File: src/rtl/vend_ctrl.sv
// rtl/vend_ctrl.sv - vending transaction controller: coin credit, vend handshake, nickel change
//
// Accumulates credit from single-cycle coin pulses, requests a vend once the
// price is covered, and (optionally) pays back any remaining credit one nickel
// at a time through the change hopper.
//
// Optional feature macro: VEND_CHANGE_EN
//   defined   : CHANGE state, chg_req, cancel-refund and change after vend/timeout
//   undefined : no CHANGE state, chg_req tied 0, cancel/chg_ack ignored,
//               leftover credit is carried over in IDLE
//
// Parameters:
//   PRICE      item price in cents (multiple of 5, >= 5, <= MAX_CREDIT)
//   MAX_CREDIT credit ceiling in cents (multiple of 5, < 2**CREDIT_W)
//   CREDIT_W   credit register width
//   TIMEOUT    max cycles vend_req may stay high without vend_ack (>= 2)
//
// Ports:
//   clk         in   clock, rising edge
//   rstn        in   asynchronous active-low reset
//   N, D, Q     in   nickel / dime / quarter pulses, one cycle per coin
//   cancel      in   refund request level
//   vend_ack    in   dispenser done, meaningful only while vend_req=1
//   chg_ack     in   one nickel ejected, meaningful only while chg_req=1
//   credit      out  current credit in cents
//   vend_req    out  dispense request
//   chg_req     out  eject-one-nickel request
//   coin_reject out  one-cycle pulse, coin refused and credit unchanged
//   busy        out  high in VEND or CHANGE
//   fault       out  one-cycle pulse on vend timeout

module vend_ctrl #(
    parameter int PRICE      = 15,
    parameter int MAX_CREDIT = 60,
    parameter int CREDIT_W   = 7,
    parameter int TIMEOUT    = 16
) (
    input  logic                clk,
    input  logic                rstn,
    input  logic                N,
    input  logic                D,
    input  logic                Q,
    input  logic                cancel,
    input  logic                vend_ack,
    input  logic                chg_ack,
    output logic [CREDIT_W-1:0] credit,
    output logic                vend_req,
    output logic                chg_req,
    output logic                coin_reject,
    output logic                busy,
    output logic                fault
);

    localparam int CNT_W = $clog2(TIMEOUT + 1);

    localparam logic [CREDIT_W:0]   MAX_EXT  = (CREDIT_W + 1)'(MAX_CREDIT);
    localparam logic [CREDIT_W-1:0] PRICE_C  = CREDIT_W'(PRICE);
    localparam logic [CREDIT_W-1:0] NICKEL   = CREDIT_W'(5);
    localparam logic [CREDIT_W-1:0] ZERO     = '0;
    localparam logic [CNT_W-1:0]    TMO_LAST = CNT_W'(TIMEOUT - 1);

`ifdef VEND_CHANGE_EN
    typedef enum logic [1:0] {
        IDLE   = 2'd0,
        VEND   = 2'd1,
        CHANGE = 2'd2
    } state_t;
`else
    typedef enum logic [1:0] {
        IDLE   = 2'd0,
        VEND   = 2'd1
    } state_t;
`endif

    state_t               state;
    logic [CNT_W-1:0]     wait_cnt;

    logic [1:0]           coin_cnt;
    logic                 any_coin;
    logic [CREDIT_W:0]    coin_val;
    logic [CREDIT_W:0]    credit_sum;
    logic                 coin_ok;

    // Coin decode. The sum is one bit wider than credit so the ceiling
    // comparison cannot wrap even for a quarter on top of MAX_CREDIT.
    assign coin_cnt   = {1'b0, N} + {1'b0, D} + {1'b0, Q};
    assign any_coin   = N | D | Q;
    assign credit_sum = {1'b0, credit} + coin_val;
    assign coin_ok    = (coin_cnt == 2'd1) && (credit_sum <= MAX_EXT);

    always_comb begin
        coin_val = '0;
        if (N) begin
            coin_val = (CREDIT_W + 1)'(5);
        end else if (D) begin
            coin_val = (CREDIT_W + 1)'(10);
        end else if (Q) begin
            coin_val = (CREDIT_W + 1)'(25);
        end
    end

`ifndef VEND_CHANGE_EN
    // Without the change path these inputs have no function.
    logic unused_inputs;
    assign unused_inputs = cancel ^ chg_ack;
    assign chg_req       = 1'b0;
`endif

    always_ff @(posedge clk or negedge rstn) begin
        if (!rstn) begin
            state       <= IDLE;
            wait_cnt    <= '0;
            credit      <= '0;
            vend_req    <= 1'b0;
`ifdef VEND_CHANGE_EN
            chg_req     <= 1'b0;
`endif
            coin_reject <= 1'b0;
            busy        <= 1'b0;
            fault       <= 1'b0;
        end else begin
            // Pulse outputs default low every cycle.
            coin_reject <= 1'b0;
            fault       <= 1'b0;

            case (state)
                IDLE: begin
                    // Coin acceptance and the state decision are independent:
                    // the decision looks only at the registered credit, so a
                    // coin accepted on the same edge is simply added on top.
                    if (any_coin) begin
                        if (coin_ok) begin
                            credit <= credit_sum[CREDIT_W-1:0];
                        end else begin
                            coin_reject <= 1'b1;
                        end
                    end

                    if (credit >= PRICE_C) begin
                        state    <= VEND;
                        wait_cnt <= '0;
                        vend_req <= 1'b1;
                        busy     <= 1'b1;
                    end
`ifdef VEND_CHANGE_EN
                    else if (cancel && (credit != ZERO)) begin
                        state   <= CHANGE;
                        chg_req <= 1'b1;
                        busy    <= 1'b1;
                    end
`endif
                end

                VEND: begin
                    if (any_coin) begin
                        coin_reject <= 1'b1;
                    end

                    // Ack is checked first so that an ack on the timeout edge
                    // completes the sale and suppresses the fault.
                    if (vend_ack) begin
                        credit   <= credit - PRICE_C;
                        vend_req <= 1'b0;
`ifdef VEND_CHANGE_EN
                        if (credit != PRICE_C) begin
                            state   <= CHANGE;
                            chg_req <= 1'b1;
                        end else begin
                            state <= IDLE;
                            busy  <= 1'b0;
                        end
`else
                        state    <= IDLE;
                        busy     <= 1'b0;
`endif
                    end else if (wait_cnt == TMO_LAST) begin
                        // This edge ends the TIMEOUT-th cycle of vend_req.
                        fault    <= 1'b1;
                        vend_req <= 1'b0;
`ifdef VEND_CHANGE_EN
                        if (credit != ZERO) begin
                            state   <= CHANGE;
                            chg_req <= 1'b1;
                        end else begin
                            state <= IDLE;
                            busy  <= 1'b0;
                        end
`else
                        state    <= IDLE;
                        busy     <= 1'b0;
`endif
                    end else begin
                        wait_cnt <= wait_cnt + 1'b1;
                    end
                end

`ifdef VEND_CHANGE_EN
                CHANGE: begin
                    if (any_coin) begin
                        coin_reject <= 1'b1;
                    end

                    // One nickel per acknowledged cycle; the last one drops
                    // the request on the same edge that empties the credit.
                    if (chg_ack) begin
                        credit <= credit - NICKEL;
                        if (credit == NICKEL) begin
                            state   <= IDLE;
                            chg_req <= 1'b0;
                            busy    <= 1'b0;
                        end
                    end
                end
`endif

                default: begin
                    state    <= IDLE;
                    vend_req <= 1'b0;
`ifdef VEND_CHANGE_EN
                    chg_req  <= 1'b0;
`endif
                    busy     <= 1'b0;
                end
            endcase
        end
    end

endmodule

File: config.mk
export PLATFORM = sky130hd
export DESIGN_NAME = vend_ctrl
export DESIGN_NICKNAME = d
export VERILOG_FILES = /design/src/rtl/vend_ctrl.sv
export SDC_FILE = /design/constraint.sdc
export NUM_CORES = 1
export LEC_CHECK = 0
export CAP_MARGIN = 20
export CORE_ASPECT_RATIO = 1.5
export CORE_MARGIN = 2
export CORE_UTILIZATION = 40
export DETAILED_ROUTE_END_ITERATION = 10
export PLACE_DENSITY = 0.72
export SLEW_MARGIN = 10
export SYNTH_ARGS = -nofsm -noshare
export SYNTH_HDL_FRONTEND = slang
export SYNTH_SLANG_ARGS = --single-unit
File: constraint.sdc
create_clock -name clk -period 6.5 [get_ports clk]
set_input_delay 1.95 -clock clk [delete_from_list [all_inputs] [get_ports clk]]
set_output_delay 1.95 -clock clk [all_outputs]
set_load 0.01 [all_outputs]
==> results of run 1 <==
==> through the flow <==
step,total power (µW),utilization,cell area [µm²],hold slack (ps),setup slack [ps]
2_1_floorplan,457,-,1220,478,2310
3_3_place_gp,557,0.476,1390,501,1380
3_5_place_dp,566,0.476,1390,520,1360
4_1_cts,646,0.491,1430,528,1630
5_1_grt,700,0.491,1430,540,1370
6_report,643,0.491,1430,524,1600
==> per-layer routing <==
metal | routed length [µm] | part of all wire | track usage | vias to the layer above
li1 | - | - | - | 512
met1 | 1080 | 0.42 | 0.197 | 502
met2 | 1330 | 0.52 | 0.278 | 21
met3 | 54 | 0.021 | 0.0208 | 9
met4 | 82 | 0.032 | 0.0984 | 0
met5 | 0 | 0 | 0 | -
==> cells in the mapped netlist (2+ instances only) <==
cell type                  count
sky130_fd_sc_hd__a21oi_1       7
sky130_fd_sc_hd__and3_1        4
sky130_fd_sc_hd__buf_4         5
sky130_fd_sc_hd__dfrtp_1      15
sky130_fd_sc_hd__fa_1          2
sky130_fd_sc_hd__ha_1          8
sky130_fd_sc_hd__inv_1         4
sky130_fd_sc_hd__nand2_1      11
sky130_fd_sc_hd__nand2b_1      2
sky130_fd_sc_hd__nand3_1       5
sky130_fd_sc_hd__nand3b_1      2
sky130_fd_sc_hd__nand4_1       2
sky130_fd_sc_hd__nor2_1       10
sky130_fd_sc_hd__nor2b_1       2
sky130_fd_sc_hd__nor3_1        3
sky130_fd_sc_hd__nor3b_1       3
sky130_fd_sc_hd__o21a_1        2
sky130_fd_sc_hd__o21ai_0       6
sky130_fd_sc_hd__o221a_2       3
sky130_fd_sc_hd__o22ai_1       2
sky130_fd_sc_hd__or2_2         3
sky130_fd_sc_hd__xnor2_1       2
sky130_fd_sc_hd__xor2_1        3
==> cell families after synthesis <==
family | share of synthesized area
simple gates | 0.292
xor+xnor | 0.0358
other cells | 0.00306
buf+inv | 0.0521
compound gates | 0.188
flops | 0.306
mux | 0.00817
fa+ha+maj | 0.114
==> power groups by stage <==
stage / combinational (µW) / clock, µW / sequential [µW]
global route: 415 / 81.1 / 203
floorplan: 279 / 0 / 178
global placement: 367 / 0 / 190
finish: 375 / 75.8 / 193
CTS: 376 / 77.2 / 193
detailed placement: 374 / 0 / 193
==> cell type report <==
class                   count  area (µm²)  area share
multi-input cells         108         786       0.549
flip-flops and latches     15         375       0.262
repair buffers             16         160       0.112
well taps                  39        48.8      0.0341
clock buffers               4        45.0      0.0315
inverters                   4        15.0      0.0105
==> path summary, 6_finish.rpt <==
kind	startpoint	end
worst min register to register	wait_cnt[4]	wait_cnt[4]
worst max-delay path	D	credit[0]
worst max register to register	credit[0]	credit[0]
max in group asynchronous	rstn	coin_reject
worst min-delay path	wait_cnt[4]	wait_cnt[4]
min in group asynchronous	rstn	busy
==> state kept, by name, summed over array words and instances, names as in the netlist <==
signal and cells:
credit 7, busy 1, coin_reject 1, wait_cnt 5, fault 1
==> critical path, delay by kind of cell <==
| kind | cells | cell delay, ps |
|---|---|---|
| AOI/OAI and AO/OA | 4 | 770 |
| adders and majority gates | 2 | 600 |
| buffers and inverters | 1 | 560 |
| and+or+nand+nor | 5 | 1210 |
==> run summary, run 1 <==
The most used flip-flop cell after synthesis is sky130_fd_sc_hd__dfrtp_1. The launching element type of the critical path was an input port. Sort of element at the end of the critical path: a flop. The max capacitance violation total was 0; the switching portion of total power was 0.439. The hold-critical path depth is 2.

The tools report the sequential-to-total area share from yosys stat as 0.306. For the final global-route overflow total, the log shows 0. The congestion estimate from routability-driven global placement came to 0.810.

The wire length of the first global-routing pass was 4.51 mm. The worst register-to-register path has a setup slack of 3590 ps. Yosys attributes the largest share of cell area to sky130_fd_sc_hd__dfrtp_1 31%, sky130_fd_sc_hd__ha_1 8.2%, sky130_fd_sc_hd__nand2_1 3.4%, sky130_fd_sc_hd__fa_1 3.3%, sky130_fd_sc_hd__buf_4 3.1%.

At the worst endpoint, the required time is 6680 ps. The initial antenna violation count was 0. The max-slew violation count came out at 0.

The worst-case headroom to the max-slew limit is 0.552. The starting density of the core was 0.421. The analysis attributes to cell leakage a power of 0.000588 µW. The combinational group share of total power was 0.583.

After synthesis the cells add up to 0.00122 mm². Counting I/O delays and the setup requirement, the final critical path takes 4900 ps. The async set-reset flop share out of synthesis was 1.00; the maximum net fanout on the critical path was 5. After technology mapping, the gate count stands at 133. For the worst-skew pair, the clock arrives at the later sink with an insertion delay of 250 ps. The biggest area consumer among synthesized cells was sky130_fd_sc_hd__dfrtp_1. In the layout the commonest cells are 16 x sky130_fd_sc_hd__clkdlybuf4s50_1, 15 x sky130_fd_sc_hd__dfrtp_1, 11 x sky130_fd_sc_hd__nand2_1.

The power per unit of standard cell area is 450 mW/mm². Among all stages on the critical path, the largest delay is contributed by sky130_fd_sc_hd__clkdlybuf4s50_1. The tools report the count of unresolved DRC violations after routing as 0.

Dividing the detail-routed via count by the number of cells gives 5.61. The library cell used most frequently in the layout, excluding fill and tap cells, is sky130_fd_sc_hd__clkdlybuf4s50_1. The root buffer cell was sky130_fd_sc_hd__clkbuf_8. A synthesized cell averages 9.21 µm². The worst min-delay path class was reg -> reg. The maximum clock frequency was 204 MHz; the via total after detailed routing was 1,044.

The most numerous cell type found on the critical path is sky130_fd_sc_hd__nand2b_1. The run gives 50 as the count of different cell masters after synthesis. The run gives 0 as the post-route antenna net violation count.

The wire-length estimate of the detail-placed layout is 1.97 mm. The internal power of the cells totals 361 µW. The boundary pin count came out at 20.

The clock power share was 0.118; the post-detailed-route wirelength per cell was 13.7 µm. The die covers 0.00353 mm². The area growth from synthesis to layout came out at 16.8%. The depth of the most critical reg-to-reg path was 9.

The layout filler cell count is 289. The logs give 15 for the count of clock tree sinks and 0 for the number of resized instances in the post-cts repair step. The buffers inserted during post-CTS setup optimization is 0, and the via count of the first global-routing pass is 1,018. Input and output buffers added on the ports amount to 16.

Setup repair after global routing left no endpoint under its margin. Across the VDD grid, the largest voltage drop is 0.000271 V. The slew at the pin with the worst max-slew slack works out to 670 ps.

The logs give 3 for the number of buffers added by the clock tree synthesis step and 0.00291 mm² for the placeable core region. The logs give 0.164 for the all-layer global routing usage and 2.70 ps for the post-route clock skew. For this design the total switching power over the nets is 282 µW.

The top-area cell type share of the netlist area is 0.306. For the post-synth net total, the log shows 151. Counting flops with a built-in enable in the synthesized netlist gives 0. The maximum level of the CTS H-tree came out at 1. The signal on the critical path passes through clkdlybuf4s50_1, nand2b_1, nand2b_1, ha_1, fa_1, a21o_2, and4_1, o21a_1, or2_2, nor4_1, a31o_2, o2bb2ai_1. The share of post-route cells with drive strength above 1 works out to 0.129. The die span in y is 71.8 µm, and the maximum number of pins on one net before global-route repair is 17.

At the worst endpoint, the arrival time is 5070 ps. Clock-pin slew was measured on the worst setup and hold paths at 60 ps. The path type of the worst setup path is in -> reg. The number of warnings issued by yosys is 0. Setup violations remaining at the end of the flow were counted as 0. Measured along the x axis, the die boundary spans 49.2 µm. The iteration-0 DRC count of the detailed router was 38; the number of diodes added for antenna fixing was 0.

Ratio of final minimum period to clock period: 0.753. The maximum root-to-sink buffer count is 2. The flow ran to the end, and the final reports show no timing, DRC or antenna violations.

The run gives 0 as the hold violation count in the final report. The delay of the slowest cell on the worst path is 560 ps, and the synthesis-stage register bit count is 15. The logs give 182 for the number of cells after detailed placement and 0 ps for the aggregate negative setup slack. After the last flow step, the layout net total stands at 166.

Final cell count without fillers: 186. For the register share of total power, the log shows 0.300. TritonCTS built the clock tree. The cell row count was 24. Before antenna repair, the detailed router went through 4 iterations.

The hold buffer count at CTS is 0. Final wirelength: 2.55 mm.
Power figures use the tool's default switching activity.
==> run 2: changes to the inputs <==
--- a/config.mk
+++ b/config.mk
@@ -10,7 +10,7 @@
 export CORE_MARGIN = 2
 export CORE_UTILIZATION = 40
 export DETAILED_ROUTE_END_ITERATION = 10
-export PLACE_DENSITY = 0.72
+export PLACE_DENSITY = 0.74
 export SLEW_MARGIN = 10
 export SYNTH_ARGS = -nofsm -noshare
 export SYNTH_HDL_FRONTEND = slang
==> constraint.sdc (replaced) <==
create_clock -name clk -period 4 [get_ports clk]
set_input_delay 1.2 -clock clk [delete_from_list [all_inputs] [get_ports clk]]
set_output_delay 1.2 -clock clk [all_outputs]
set_load 0.01 [all_outputs]
==> run summary, run 2 (synthesis results as in run 1) <==
credit holds more flip-flops than any other register. The run gives 15 (unchanged) as the count of clock tree sinks. The run gives 0.172 (+0.00817) as the all-layer global routing usage. The final cell count without fillers is 200 (+7.5%), and the worst hold slack is 510 ps (-13.9 ps). The tools report the number of buffers added by the clock tree synthesis step as 3 (unchanged). The worst-case headroom to the max-slew limit was 0.553 (+0.000966). The iteration-0 DRC count of the detailed router came out at 26 (-32%). The tools report the number of cells after detailed placement as 193 (+6.0%).

The run gives 0 (unchanged) as the initial antenna violation count. The worst hold path belongs to the class reg -> reg. The maximum number of pins on one net before global-route repair is 17 (unchanged).

Compared with the post-synthesis result, the final layout area differs by 31.3%. The source-to-sink clock delay at the later pin of the worst-skew pair is 250 ps (about the same), and the number of port buffers is 16 (unchanged). The wire length of the first global-routing pass is 4.65 mm (+3.1%). The run gives 20 (unchanged) as the boundary pin count.

The tools report the placed wire-length estimate as 2.08 mm (+5.7%). The tools report the worst endpoint required time as 4140 ps (-2540 ps). TritonCTS built the clock tree. The run gives 0 (unchanged) as the final number of setup-violating endpoints. The tools report the final wirelength as 2.88 mm (+13%). The die span in y is 71.8 µm (unchanged). The data arrival time of the critical path is 4000 ps (-1070 ps). The tools report the hold buffer count at CTS as 0 (unchanged). The post-detailed-route wirelength per cell is 14.4 µm (+5.2%), and the worst slack after detailed placement is -280 ps (-1640 ps). The maximum clock frequency came out at 259 MHz. The multi-input logic area was 856 µm² (+8.9%); the clock transition time at the flip-flop clock pins of the worst setup and hold paths was 60 ps (about the same). In this run the most critical hold path is launched from wait_cnt[0]. The startpoint identified for the worst register-to-register timing path is credit[0].

The run gives 0 (unchanged) as the number of diodes added for antenna fixing. The final net count was 180 (+8.4%). The flow ran to the end, and the final reports show no timing, DRC or antenna violations. The hold violation count in the final report was 0 (unchanged); the starting density of the core was 0.421 (unchanged).

Destination of the worst register-to-register timing path: credit[0]. The setup slack on the worst flop-to-flop path was 1230 ps (-2360 ps); the maximum vdd ir drop was 0.000471 V (+74%). The aggregate negative setup slack is 0 ps (unchanged), and the depth of the most critical reg-to-reg path is 11 (+2). The share of post-route cells with drive strength above 1 came out at 0.273 (+0.144).

In the layout the commonest cells are 15 x sky130_fd_sc_hd__dfrtp_1, 15 x sky130_fd_sc_hd__clkdlybuf4s50_1, 14 x sky130_fd_sc_hd__buf_4. The worst setup path is launched from an input port. The flip-flop and latch area came out at 375 µm² (unchanged). CTS placed an instance of sky130_fd_sc_hd__clkbuf_8 at the clock tree root. Setup repair after global routing left no endpoint under its margin.

The shortest period the worst path allows was 3860 ps. The worst-case setup margin in the final layout is 140 ps (-1460 ps). Flip-flop count of the largest register after layout: 7 (unchanged). The routed via count divided by cell count is 5.47 (-2.6%). The post-route clock skew was 4.65 ps (+1.95 ps); the layout filler cell count was 274 (-5.2%). The max capacitance violation total is 0 (unchanged), and the via total after detailed routing is 1,093 (+4.7%).

Ratio of final minimum period to clock period: 0.965. The run gives 0 (unchanged) as the max-slew violation count. Sink of the worst hold path: wait_cnt[0]. The final weighted congestion in routability-driven placement was 0.865 (+6.9%); the total die area was 0.00353 mm² (unchanged). The run gives 1,074 (+5.5%) as the via count of the first global-routing pass. For the maximum root-to-sink buffer count, the log shows 2 (unchanged). Maximum net fanout on the critical path: 3 (-2).

The cell row count was 24 (unchanged). The tools report the placeable core region as 0.00291 mm² (unchanged). The tools report the maximum level of the CTS H-tree as 1 (unchanged). The first-pass iteration count of the detailed router came out at 4 (unchanged). Horizontal extent of the die: 49.2 µm (unchanged). In the final layout, the registers with the most flip-flops are credit (7), wait_cnt (5). For the final global-route overflow total, the log shows 0 (unchanged). By startpoint and endpoint, the worst setup path is classified as in -> reg. The standby leakage power was 0.000689 µW (+17%).

The count of unresolved DRC violations after routing is 0 (unchanged), and the power per unit of standard cell area is 767 mW/mm² (+71%). For the post-route antenna net violation count, the log shows 0 (unchanged). STA classifies the critical path endpoint as a flop. Slew at the pin with the worst max-slew slack: 669 ps (-1.44 ps).

The hold-critical path depth came out at 1 (-1).
run 2: cell types whose count changed in the layout (fill, tap and decap cells not counted), sizes merged:
cell           change
dlymetal6s2s       +1
clkdlybuf4s50      -1
buf               +14
run 2: stage by stage:
stage	total power (µW)	util	instance area, µm²
after floorplan	743	-	1220
after global placement	967	0.504	1470
after detailed placement	986	0.504	1470
after CTS	1120	0.521	1520
after global routing	1330	0.552	1610
final	1230	0.552	1610
run 2: how the worst max path moves through the flow:
stage / slack [ps] / cells after the start / startpoint / endpoint
finish: 140 / 14 / Q / credit[0]
detailed placement: -280 / 13 / D / credit[0]
global placement: -220 / 13 / D / credit[0]
CTS: 60 / 13 / D / credit[0]
floorplan: 560 / 11 / D / credit[0]
global route: 40 / 13 / Q / credit[0]
run 2: repair_timing:
| item | 4_1_cts | 5_1_grt |
|---|---|---|
| setup buffers | 0 | 3 |
| endpoints found under the setup margin | 1 | 6 |
| resized for setup | 1 | 15 |
| pin swaps | 0 | 5 |
run 2: final cells by class:
class,instances,area share
clock buffers,4,0.0280
well taps,39,0.0304
multi-input cells,108,0.532
inverters,4,0.00934
repair buffers,30,0.167
flip-flops and latches,15,0.233
run 2: power by group:
part	switching, µW	leakage, µW	internal, µW	total [µW]
Sequential	106	0.000186	207	313
Combinational	361	0.000480	436	797
Clock	53.4	0.0000228	70.7	124
run 2: per-layer routing:
metal	GRT usage	share of wire	vias to the layer above
met5	0	0	-
met4	0.0952	0.025	0
met3	0.0208	0.015	5
met2	0.318	0.55	15
met1	0.187	0.41	529
li1	-	-	544
run 2: critical path, cell delays in order:
cell,delay [ps]
sky130_fd_sc_hd__clkdlybuf4s50_1,460
sky130_fd_sc_hd__nand2b_4,90
sky130_fd_sc_hd__nand2b_1,70
sky130_fd_sc_hd__ha_2,190
sky130_fd_sc_hd__fa_2,390
sky130_fd_sc_hd__xor2_2,230
sky130_fd_sc_hd__o21ai_2,100
sky130_fd_sc_hd__nor4_4,350
sky130_fd_sc_hd__nor3b_4,260
sky130_fd_sc_hd__buf_4,150
sky130_fd_sc_hd__nor4_4,40
sky130_fd_sc_hd__buf_4,130
sky130_fd_sc_hd__a31o_2,220
sky130_fd_sc_hd__o2bb2ai_1,120
==> run 3: changes to the inputs <==
--- a/config.mk
+++ b/config.mk
@@ -5,9 +5,7 @@
 export SDC_FILE = /design/constraint.sdc
 export NUM_CORES = 1
 export LEC_CHECK = 0
-export CAP_MARGIN = 20
 export CORE_ASPECT_RATIO = 1.5
-export CORE_MARGIN = 2
 export CORE_UTILIZATION = 40
 export DETAILED_ROUTE_END_ITERATION = 10
 export PLACE_DENSITY = 0.74
==> run summary, run 3 (synthesis results as in run 1) <==
The flow ran to the end, and the final reports show no timing, DRC or antenna violations. The number of port buffers was 16 (unchanged). The slew at the pin with the worst max-slew slack works out to 676 ps (+7.69 ps). Initial antenna violation count: 0 (unchanged).

First-pass iteration count of the detailed router: 4 (unchanged). In this run the critical register-to-register path is launched from credit[0]. From synthesis to final layout, the design area changed by 28.8%. The flip-flop count of the largest register after layout was 7 (unchanged); the placed wire-length estimate was 2.14 mm (+2.5%). TritonCTS built the clock tree.

The shortest period the worst path allows was 3920 ps (+56.5 ps); the depth of the most critical reg-to-reg path was 10 (-1). The logs give 0.631 (-0.015) for the combinational group share of total power and 1,107 (+1.3%) for the via total after detailed routing. For the data arrival time of the critical path, the log shows 4090 ps (+90 ps). For hold timing, the worst endpoint is wait_cnt[0].

The worst register-to-register path ends at credit[0]. The number of cells after detailed placement was 193 (unchanged); the post-route antenna net violation count was 0 (unchanged). The tools report the final net count as 178 (-1.1%). The path class of the tightest hold or removal check is reg -> reg.

The hold-critical path depth was 1 (unchanged). Tracing the worst setup path back leads to its startpoint at D. The maximum clock frequency came out at 255 MHz (-1.4%). The worst slack after detailed placement is -225 ps (+54.7 ps), and the total die area is 0.00329 mm² (-6.7%).

The tools report the final weighted congestion in routability-driven placement as 0.818 (-5.5%). The worst hold path begins at wait_cnt[0]. The post-route clock skew was 1.22 ps (-3.43 ps). The horizontal extent of the die was 47.2 µm (-4.1%); the worst-case setup margin in the final layout was 83.8 ps (-56.5 ps). The setup path with the least slack is of type in -> reg.

The setup slack on the worst flop-to-flop path was 1230 ps (about the same); the final number of setup-violating endpoints was 0 (unchanged). The run gives 0 (unchanged) as the max capacitance violation total. The iteration-0 DRC count of the detailed router was 27 (+3.8%). For the net switching power, the log shows 511 µW (-1.7%).

The logs give 1 (unchanged) for the maximum level of the CTS H-tree and 0.00291 mm² (unchanged) for the placeable core region. The starting density of the core came out at 0.421 (unchanged). The power per unit of standard cell area came out at 756 mW/mm² (-1.5%). The clock transition time at the flip-flop clock pins of the worst setup and hold paths is 60 ps (about the same), and the routed via count divided by cell count is 5.59 (+2.3%). The tools report the final wirelength as 2.93 mm (+1.6%). The hold buffer count at CTS is 0 (unchanged). The worst hold slack is 529 ps (+18.8 ps), and the count of clock tree sinks is 15 (unchanged). The die span in y came out at 69.8 µm (-2.8%).

The clock power share is 0.102 (about the same). The sort of element at the end of the critical path was a flop. Via count of the first global-routing pass: 1,118 (+4.1%). The number of buffers added by the clock tree synthesis step is 3 (unchanged), and the share of post-route cells with drive strength above 1 is 0.245 (-0.0280).

The root buffer cell is sky130_fd_sc_hd__clkbuf_8. The logs give 0.267 (+0.013) for the register share of total power and 20 (unchanged) for the boundary pin count. Internal power component: 681 µW (-4.5%).

The count of unresolved DRC violations after routing was 0 (unchanged); the hold violation count in the final report was 0 (unchanged). The run gives 24 (unchanged) as the cell row count. The worst endpoint required time was 4170 ps (+30 ps); the ratio of final minimum period to clock period was 0.979 (+0.0141). The logs give 0 (unchanged) for the final global-route overflow total and 2 (unchanged) for the maximum root-to-sink buffer count. The maximum net fanout on the critical path was 2 (-1); the maximum number of pins on one net before global-route repair was 17 (unchanged).

The final cell count without fillers is 198 (-1.0%). STA classifies the critical path startpoint as an input port. For the wire length of the first global-routing pass, the log shows 4.86 mm (+4.5%). The post-detailed-route wirelength per cell was 14.8 µm (+2.7%); the all-layer global routing usage was 0.201 (+0.0289). In the layout the commonest cells are 16 x sky130_fd_sc_hd__clkdlybuf4s50_1, 15 x sky130_fd_sc_hd__dfrtp_1, 11 x sky130_fd_sc_hd__nand2_1, 11 x sky130_fd_sc_hd__buf_4, 10 x sky130_fd_sc_hd__nor2_1. The max-slew violation count is 0 (unchanged). Standby leakage power: 0.000666 µW (-3.4%). The tools report the maximum vdd ir drop as 0.000422 V (-10%).

Source-to-sink clock delay at the later pin of the worst-skew pair: 250 ps (about the same). The switching portion of total power was 0.429 (+0.00708); the number of diodes added for antenna fixing was 0 (unchanged). Counting flops per register, the top entry is credit.

In the final layout, the registers with the most flip-flops are credit (7), wait_cnt (5). Leaving out fill and tap cells, the most frequent cell in the layout is sky130_fd_sc_hd__clkdlybuf4s50_1. The run gives 0.548 (-0.00514) as the worst-case headroom to the max-slew limit.
run 3: through the flow:
step                      cell area [µm²]  total power (µW)  TNS, ps   util
after floorplan                      1220               743        0      -
after global placement               1470               967     -804  0.504
after detailed placement             1470               992    -1140  0.504
after CTS                            1510              1120        0  0.519
after global routing                 1580              1290    -69.6  0.542
final                                1580              1190        0  0.542
run 3: routing by layer:
metal	share of wire	wire (µm)	track usage	vias up
met2	0.55	1620	0.352	22
met4	0.028	83	0.0857	0
met1	0.40	1180	0.234	540
li1	-	-	-	538
met5	0	0	0	-
met3	0.015	43	0.0156	7
run 3: repair_timing:
item                                   CTS  global route
buffers inserted                         0             1
resized for setup                        0            12
setup endpoints to repair                0             6
endpoints found under the hold margin    0             0
run 3: cell type report:
cell class                 instances  area [µm²]
inverter                           4        15.0
sequential                        15         375
fill                             299        1340
tap                               39        48.8
clock buffer                       4        45.0
timing repair buffer              28         254
multi-input combinational        108         840
run 3: worst max path at each step:
stage,to,slack [ps],depth (start not counted)
after floorplan,credit[0],560,11
after global placement,credit[0],-230,13
after detailed placement,credit[0],-220,13
after CTS,credit[0],10,13
after global routing,credit[0],-20,14
final,credit[0],80,13
run 3: worst max-delay path, stage by stage:
cell                              delay, ps
sky130_fd_sc_hd__clkdlybuf4s50_1        480
sky130_fd_sc_hd__nand2b_1               130
sky130_fd_sc_hd__nand2b_1                70
sky130_fd_sc_hd__ha_2                   190
sky130_fd_sc_hd__fa_2                   390
sky130_fd_sc_hd__a21o_2                 230
sky130_fd_sc_hd__and4_1                 220
sky130_fd_sc_hd__o21a_1                 190
sky130_fd_sc_hd__or2_2                  320
sky130_fd_sc_hd__nor4_4                 260
sky130_fd_sc_hd__buf_4                  160
sky130_fd_sc_hd__a31o_2                 140
sky130_fd_sc_hd__o2bb2ai_1              110
run 3: power by group through the flow:
stage / Sequential, µW / Combinational (µW) / Clock [µW]
final: 318 / 752 / 122
after global routing: 330 / 828 / 134
after CTS: 314 / 683 / 124
after detailed placement: 314 / 678 / 0
after global placement: 309 / 657 / 0
after floorplan: 290 / 453 / 0
